===== src/rtl/strip_allocator_pkg.sv =====
// Shared board geometry, FSM states and strip tables for the strip allocator.
package strip_allocator_pkg;

   localparam int BOARD_W    = 32;
   localparam int NUM_STRIPS = 13;
   localparam int UW         = 6;

   typedef enum logic [2:0] {
      S_IDLE,
      S_CHK1,
      S_CHK2,
      S_CHK3,
      S_RESP
   } state_t;

   typedef logic [NUM_STRIPS:1][UW-1:0] used_vec_t;

   function automatic logic [6:0] strip_y(input logic [3:0] id);
      logic [6:0] y;
      case (id)
         4'd1:    y = 7'd0;
         4'd2:    y = 7'd8;
         4'd3:    y = 7'd16;
         4'd4:    y = 7'd25;
         4'd5:    y = 7'd32;
         4'd6:    y = 7'd42;
         4'd7:    y = 7'd48;
         4'd8:    y = 7'd59;
         4'd9:    y = 7'd64;
         4'd10:   y = 7'd76;
         4'd11:   y = 7'd80;
         4'd12:   y = 7'd96;
         4'd13:   y = 7'd112;
         default: y = 7'd0;
      endcase
      return y;
   endfunction

   function automatic logic [4:0] strip_h(input logic [3:0] id);
      logic [4:0] h;
      case (id)
         4'd1:    h = 5'd8;
         4'd2:    h = 5'd8;
         4'd3:    h = 5'd9;
         4'd4:    h = 5'd7;
         4'd5:    h = 5'd10;
         4'd6:    h = 5'd6;
         4'd7:    h = 5'd11;
         4'd8:    h = 5'd5;
         4'd9:    h = 5'd12;
         4'd10:   h = 5'd4;
         4'd11:   h = 5'd16;
         4'd12:   h = 5'd16;
         4'd13:   h = 5'd16;
         default: h = 5'd0;
      endcase
      return h;
   endfunction

endpackage


===== src/rtl/strip_fit_check.sv =====
// Combinational first-fit test of one candidate strip against its used count.
module strip_fit_check
   import strip_allocator_pkg::*;
(
   input  logic [3:0]    id_i,
   input  logic [UW-1:0] width_i,
   input  used_vec_t     used_i,
   output logic          valid_id_o,
   output logic          fits_o,
   output logic [UW-1:0] x_o
);

   logic [UW-1:0] sel;
   logic [UW:0]   end_col;

   always_comb begin
      sel = '0;
      for (int i = 1; i <= NUM_STRIPS; i++) begin
         if (id_i == 4'(i)) sel = used_i[i];
      end
   end

   // One extra bit so a nearly full strip cannot wrap into a false fit
   assign end_col    = {1'b0, sel} + {1'b0, width_i};
   assign valid_id_o = (id_i != 4'd0) && (id_i <= 4'(NUM_STRIPS));
   assign fits_o     = valid_id_o && (end_col <= 7'(BOARD_W));
   assign x_o        = sel;

endmodule


===== src/rtl/strip_allocator.sv =====
// Tracks per-strip column usage and first-fit places a program into one of
// three candidate strips, one candidate per cycle.
module strip_allocator
   import strip_allocator_pkg::*;
(
   input  logic       clk,
   input  logic       rst,
   input  logic       clr,
   input  logic       in_valid,
   output logic       in_ready,
   input  logic [4:0] height_in,
   input  logic [4:0] width_in,
   input  logic [3:0] str_id_1,
   input  logic [3:0] str_id_2,
   input  logic [3:0] str_id_3,
   output logic       out_valid,
   input  logic       out_ready,
   output logic       out_ok,
   output logic [3:0] out_strip,
   output logic [5:0] out_x,
   output logic [6:0] out_y
);

   state_t        state_q, state_d;
   used_vec_t     used_q, used_d;
   logic [4:0]    width_q, width_d;
   logic [3:0]    id1_q, id1_d;
   logic [3:0]    id2_q, id2_d;
   logic [3:0]    id3_q, id3_d;
   logic          ok_q, ok_d;
   logic [3:0]    strip_q, strip_d;
   logic [5:0]    x_q, x_d;
   logic [6:0]    y_q, y_d;
   logic          vld_q, vld_d;

   logic [3:0]    cur_id;
   logic          cur_valid;
   logic          cur_fits;
   logic [UW-1:0] cur_x;
   logic          unused_height;

   assign unused_height = ^height_in;

   always_comb begin
      case (state_q)
         S_CHK1:  cur_id = id1_q;
         S_CHK2:  cur_id = id2_q;
         S_CHK3:  cur_id = id3_q;
         default: cur_id = 4'd0;
      endcase
   end

   strip_fit_check u_fit (
      .id_i       (cur_id),
      .width_i    ({1'b0, width_q}),
      .used_i     (used_q),
      .valid_id_o (cur_valid),
      .fits_o     (cur_fits),
      .x_o        (cur_x)
   );

   always_comb begin
      state_d = state_q;
      used_d  = used_q;
      width_d = width_q;
      id1_d   = id1_q;
      id2_d   = id2_q;
      id3_d   = id3_q;
      ok_d    = ok_q;
      strip_d = strip_q;
      x_d     = x_q;
      y_d     = y_q;

      case (state_q)
         S_IDLE: begin
            if (in_valid) begin
               width_d = width_in;
               id1_d   = str_id_1;
               id2_d   = str_id_2;
               id3_d   = str_id_3;
               ok_d    = 1'b0;
               strip_d = 4'd0;
               x_d     = 6'd0;
               y_d     = 7'd0;
               if (width_in == 5'd0 ||
                   {1'b0, width_in} > 6'(BOARD_W))
                  state_d = S_RESP;
               else
                  state_d = S_CHK1;
            end
         end
         S_CHK1, S_CHK2, S_CHK3: begin
            if (cur_fits) begin
               ok_d    = 1'b1;
               strip_d = cur_id;
               x_d     = cur_x;
               y_d     = strip_y(cur_id);
               for (int i = 1; i <= NUM_STRIPS; i++) begin
                  if (cur_id == 4'(i))
                     used_d[i] = used_q[i] + {1'b0, width_q};
               end
               state_d = S_RESP;
            end else begin
               case (state_q)
                  S_CHK1:  state_d = S_CHK2;
                  S_CHK2:  state_d = S_CHK3;
                  default: state_d = S_RESP;
               endcase
            end
         end
         S_RESP: begin
            if (vld_q && out_ready) begin
               state_d = S_IDLE;
               ok_d    = 1'b0;
               strip_d = 4'd0;
               x_d     = 6'd0;
               y_d     = 7'd0;
            end
         end
         default: state_d = S_IDLE;
      endcase

      // A board wipe beats any commit happening in the same cycle
      if (clr) begin
         state_d = S_IDLE;
         used_d  = '0;
         ok_d    = 1'b0;
         strip_d = 4'd0;
         x_d     = 6'd0;
         y_d     = 7'd0;
      end
   end

   // Response flag lags RESP entry by one cycle and drops on the handshake
   assign vld_d = !clr && (state_q == S_RESP) && !(vld_q && out_ready);

   always_ff @(posedge clk) begin
      if (rst) begin
         state_q <= S_IDLE;
         used_q  <= '0;
         width_q <= 5'd0;
         id1_q   <= 4'd0;
         id2_q   <= 4'd0;
         id3_q   <= 4'd0;
         ok_q    <= 1'b0;
         strip_q <= 4'd0;
         x_q     <= 6'd0;
         y_q     <= 7'd0;
         vld_q   <= 1'b0;
      end else begin
         state_q <= state_d;
         used_q  <= used_d;
         width_q <= width_d;
         id1_q   <= id1_d;
         id2_q   <= id2_d;
         id3_q   <= id3_d;
         ok_q    <= ok_d;
         strip_q <= strip_d;
         x_q     <= x_d;
         y_q     <= y_d;
         vld_q   <= vld_d;
      end
   end

   assign in_ready  = (state_q == S_IDLE);
   assign out_valid = vld_q;
   assign out_ok    = ok_q;
   assign out_strip = strip_q;
   assign out_x     = x_q;
   assign out_y     = y_q;

endmodule


===== config.mk =====
export PLATFORM = sky130hd
export DESIGN_NAME = strip_allocator
export DESIGN_NICKNAME = d
export VERILOG_FILES = /design/src/rtl/strip_allocator_pkg.sv /design/src/rtl/strip_fit_check.sv /design/src/rtl/strip_allocator.sv
export SDC_FILE = /design/constraint.sdc
export NUM_CORES = 1
export LEC_CHECK = 0
export CAP_MARGIN = 20
export CORE_MARGIN = 2
export CORE_UTILIZATION = 60
export DETAILED_ROUTE_END_ITERATION = 10
export PLACE_DENSITY = 0.8
export SLEW_MARGIN = 20
export SYNTH_ARGS = -nofsm -noshare
export SYNTH_HDL_FRONTEND = slang
export SYNTH_HIERARCHICAL = 1
export SYNTH_SLANG_ARGS = --single-unit

===== constraint.sdc =====
create_clock -name clk -period 6.9 [get_ports clk]
set_input_delay 1.38 -clock clk [delete_from_list [all_inputs] [get_ports clk]]
set_output_delay 1.38 -clock clk [all_outputs]
set_load 0.01 [all_outputs]

# ---- Word-level counts from Yosys, hierarchy flattened
# Memory sizes are Yosys's and may differ from the RTL's.
# Cells that the tools add are included.
# Widths: inputs -> output; s select.
dict set report op_classes {
  n_eq_ne 20
  magnitude_cmp 3
  addsub 14
  reduce_logical 30
  n_mux 36
}
# op n
set op_table {}
lappend op_table {{$mux 6} 16}
lappend op_table {{$add 6x5->6} 13}
lappend op_table {{$reduce_and 3->1} 13}
lappend op_table {{$eq 4x4->1 const B} 6}
lappend op_table {{$pmux 4 s3} 2}
lappend op_table {{$mux 7} 3}
lappend op_table {{$pmux 7 s3} 1}
lappend op_table {{$pmux 6 s3} 1}
lappend op_table {{$eq 4x3->1 const B} 4}
lappend op_table {{$mux 3} 4}
lappend op_table {{$mux 4} 3}
lappend op_table {{$pmux 3 s3} 1}
lappend op_table {{$eq 4x2->1 const B} 2}
lappend op_table {{$add 6x5->7} 1}
lappend op_table {{$le 7x6->1 const B} 1}
lappend op_table {{$eq 3x2->1 const B} 2}
lappend op_table {{$gt 5x6->1 const B} 1}
lappend op_table {{$ne 2x2->1 const B} 3}
lappend op_table {{$pmux 3 s2} 1}
lappend op_table {{$logic_and 1x1->1} 5}
lappend op_table {{$logic_not 5->1} 1}
lappend op_table {{$eq 4x1->1 const B} 1}
lappend op_table {{$le 4x4->1 const B} 1}
lappend op_table {{$reduce_and 2->1} 2}
lappend op_table {{other kinds (12)} 15}
dict set report totals {
  word_cells 127
  romBits 112
  memories 1
  reg_bits 117
}
# name depth width rd rd_ports_with_merged_regs wr line_no
set mem_list {}
lappend mem_list {{(name not given)} 16 7 1 0 0 strip_allocator_pkg.sv:20} ;# case (id)

# ---- Depth between registers and ports, before layout
dict set report depth {
  depth_word 21
  ltp_mapped 28
}

# ---- Cells and area by module
# Netlist, hierarchy kept.
# mod instances cells_per_inst area_per_inst_um2
set modules_own_cells {}
lappend modules_own_cells {strip_allocator 1 754 6750.2}
lappend modules_own_cells {strip_fit_check 1 137 1129.8}

# ---- Worst setup path before layout
# Ideal clock, no wire load.
dict set report synth_path {
  path_type {register -> register}
  from {register state_q[1]}
  to {register used_q[71] (netlist bit)}
  required_time_ps 6829
  setup_slack_ps 1696
  arrival_time_ps 5133
  stages_incl_launch_ff 25
  path_cell_list {dfxtp_1 -> buf_6 -> buf_4 -> mux2i_1 -> a211oi_1 -> buf_2 -> mux4_2 -> inv_1 -> o22ai_1 -> nand2_1 -> o21ai_1 -> ha_1 -> inv_1 -> fa_1 -> nand2b_1 -> a21oi_1 -> xnor2_1 -> nand3_1 -> a221oi_1 -> nand2b_1 -> nor2_1 -> buf_2 -> nand4_2 -> or3_1 -> a21oi_1}
}
dict set report synth_between {
  elab_chain_len 20
}
# item line_no
set synth_lines {}
lappend synth_lines {{start: declaration} strip_allocator.sv:24} ;# state_t state_q, state_d;
lappend synth_lines {{start signal: assignment} strip_allocator.sv:151} ;# state_q <= state_d;
lappend synth_lines {{$eq 3x2->1 or $eq 3x1->1 (tied branches)} strip_allocator.sv:45} ;# case (state_q)
lappend synth_lines {{$pmux 4 s3 (*)} strip_allocator.sv:45}
lappend synth_lines {{named net cur_id[1]} strip_allocator.sv:36} ;# logic [3:0] cur_id;
lappend synth_lines {{$eq 4x1->1} strip_fit_check.sv:19} ;# if (id_i == 4'(i)) sel = used_i[i];
lappend synth_lines {{$mux 6 (12 in a row)} strip_fit_check.sv:19}
lappend synth_lines {{$mux 6 (*)} strip_fit_check.sv:19}
lappend synth_lines {{named net cur_x[0]} strip_allocator.sv:39} ;# logic [UW-1:0] cur_x;
lappend synth_lines {{$add 6x5->7 (*)} strip_fit_check.sv:24} ;# assign end_col = {1'b0, sel} + {1'b0, width_i};
lappend synth_lines {{$le 7x6->1 (*)} strip_fit_check.sv:26} ;# assign fits_o = valid_id_o && (end_col <= 7'(BOARD_W));
lappend synth_lines {{$logic_and 1x1->1 (*)} strip_fit_check.sv:26}
lappend synth_lines {{named net cur_fits} strip_allocator.sv:38} ;# logic cur_fits;
lappend synth_lines {{$reduce_and 3->1 (no source line) (*)} -}
lappend synth_lines {{end signal: assignment} strip_allocator.sv:152} ;# used_q <= used_d;
lappend synth_lines {{end: declaration} strip_allocator.sv:25} ;# used_vec_t used_q, used_d;
# Mark *: on every way through the listed nets, which the timed path passes. The rest lies on a longest branch.
# A chain may end at the register's enable or synchronous reset.

# ---- Final worst setup path
dict set report layout_path {
  from {register state_q[1]}
  to {register used_q[29] (netlist bit)}
}
# Same word-level chain as after synthesis.

==> metrics <==
die width 119 um; top layer in use met4; clock transition at the registers of the reported paths 0.06 ns; Worst Hold Class reg2reg; CP max stage cell dfxtp_1; CTS tree done; complex-gate fraction of the synthesized area 21.3%; CTS buffer count 17; initial core utilization 61.9%; synth unique cells 66; io pins 47; initial antenna violation count 0; area share of xor/xnor cells in the synthesized design 4.67%; critical path, cell by cell mux2_2, nand2_1, a21o_1, clkinv_1, buf_4, nor2b_1, a22oi_1, nor2_1, a21oi_1, o21ai_1, ha_1, inv_1, fa_1, nand2b_1, a21oi_1, xnor2_1, nand3_1, a221oi_1, nand2b_1, nor2_2, buf_4, nand4_1, or3_1, a21oi_1; WHS 0.452 ns; global-route wire length before repair 32100 um; Synth Area in Adders 15.6%; number of flops mapped to enable cells by yosys 0; Worst Path Required 7.25 ns; Final Max Slew Viols 0; post-synthesis mux area share 8.27%; CP Max Fanout 33; die height 119 um; max frequency 158 MHz; # diodes 0; largest net degree at the start of global routing 52; Worst Path Buf+Inv 4; Antenna Violating Nets Remaining 0; mean number of vias per cell 6.17; R2R Setup Slk 0.56 ns; Synth Flop Type dfxtp_1; Most common cell on crit path a21oi_1; maximum vdd drop 157 uV; Total Die Area 14100 um^2; DRC Markers 0; DRT iter0 DRCs 608; Max Cap Viol 0; Slew @ Worst Pin 1.03 ns; gpl congestion 0.909; met1 wire length 8780 um; setup TNS 0 ns; Nets 1028; cell family with most CP delay simple AND/OR/NAND/NOR gates; Syn Std Cell Area 7880 um^2; synthesized area per cell 8.84 um^2; leak pwr 0.00374 uW; Buffers on Ports 41; Synth warnings 6; total core area 12700 um^2; postcts setup bufs 0; vias in the first global route 6448; share of layout cells above drive strength 1 7.70%; pwr/cell area 202 nW/um^2; met2 wire len 8990 um; Synth Instances 891; Simple-Gate Fraction of Synth Area 15.7%; synthesis-to-layout area growth 13.6%; Vias 6746; Final Util 70.3%; Longest Clk Path Bufs 2; wire per inst 17.7 um; RSZ-0062 raised after global routing no; number of gates resized after CTS 0; count of final setup violators 0; Worst slew margin 31.1%; H-tree level count 4; routed wire length 19400 um; met3 WL post-DR 1180 um; crit-path max cell delay 0.70 ns; period utilisation layout 91.9%; status finished, final reports clean; worst skew pair latency 0.42 ns; DP HPWL 12900 um; Async SR Flop Fraction 0%; clock root buffer clkbuf_16; CP Capture Type flip-flop; # rows 41; crit start category flip-flop; clock sink count 117; kind of critical path reg2reg; Seq/Total Area, Yosys 29.7%; Post-CTS Hold Fix Bufs 0; min Tclk post-route 6.34 ns; Synth Register Bits 117; Syn Nets 1008; gr usage total 28.2%; GRT overflow 0; Worst Path Arrival 6.69 ns; Layout Skew 0.00859 ns; main combinational cell family by area after synthesis compound AO/OA/AOI/OAI gates; Pre-antenna DRT Iters 7; Hold Violations, Final 0
-- power by group --
part / switching (uW) / internal (uW)
clock: 332 / 598
combinational: 111 / 70.9
sequential: 14.4 / 684
-- cells in the mapped netlist, types with 9 or more instances --
cell type  instances  area share (%)
or3_1             12            0.95
fa_1              14             3.6
inv_1             16            0.76
a21o_1            30             2.9
o31ai_1           12             1.1
a21oi_1          111             7.0
mux2i_1           43             5.5
xnor2_1           34             3.8
dfxtp_1          117              30
buf_2             14            0.89
a211oi_1          16             1.5
clkbuf_1          26             1.2
ha_1              76              12
nand3_1           31             2.0
nor2_1            51             2.4
o21ai_0           37             2.3
a211o_1            9             1.0
nand4_1           10            0.79
nand2_1           86             4.1
-- flip-flops by register name (all words and copies together), names as in the netlist --
register / cells
out_strip: 4
state_q: 3
out_valid: 1
out_x: 6
out_y: 7
out_ok: 1
id3_q: 4
width_q: 5
used_q: 78
id1_q: 4
id2_q: 4
-- worst min-delay path: stages, from the launching register on --
cell	delay, ns
dfxtp_1	0.31
nand2_1	0.05
a21oi_1	0.05
-- cell usage in the layout, fill, tap and decap left out, types with 14 or more instances in the layout --
cell type,count
nand3_1,31
dfxtp_1,117
buf_4,15
nand2_1,86
a21oi_1,111
fa_1,14
nor2_1,49
o21ai_0,37
xnor2_1,34
a21o_1,30
mux2i_1,43
clkdlybuf4s50_1,41
a211oi_1,15
clkbuf_16,17
ha_1,76
inv_1,15
-- cell families after synthesis --
kind of cell,Yosys count
xor+xnor,42
mux,55
buf+inv,73
flops,117
fa+ha+maj,90
simple gates,248
other cells,1
compound gates,265
-- worst paths after layout --
path	startpoint	end	cells past startpoint
worst max-delay path	state_q[1]	used_q[29]	24
worst min-delay path	id1_q[3]	id1_q[3]	2
worst max register to register	state_q[1]	used_q[29]	24
worst min register to register	id1_q[3]	id1_q[3]	2
-- layout make-up --
cell class / count / area (um^2)
Sequential cell: 117 / 2340
Clock inverter: 13 / 185
Multi-Input combinational cell: 701 / 5190
Inverter: 18 / 67.6
Fill cell: 1023 / 3770
Tap cell: 172 / 215
Clock buffer: 17 / 425
Timing Repair Buffer: 56 / 523
-- routing by layer --
layer | vias to the layer above | global-route usage (%)
met5 | - | 0
met4 | 0 | 8.78
met3 | 35 | 5.74
met2 | 213 | 45.6
met1 | 3205 | 37.9
li1 | 3293 | -
-- metrics by stage --
stage                     setup WS (ns)  instances  area, um^2  power (uW)
final                             0.560       1094        8950        1810
after global routing             0.0177       1094        8950        1870
after CTS                         0.618       1094        8950        1810
after detailed placement          0.777       1064        8340         889
after global placement            0.853       1064        8340         885
after floorplan                    1.70        891        7880         838
Note: power is estimated with default switching activity, not from simulation.
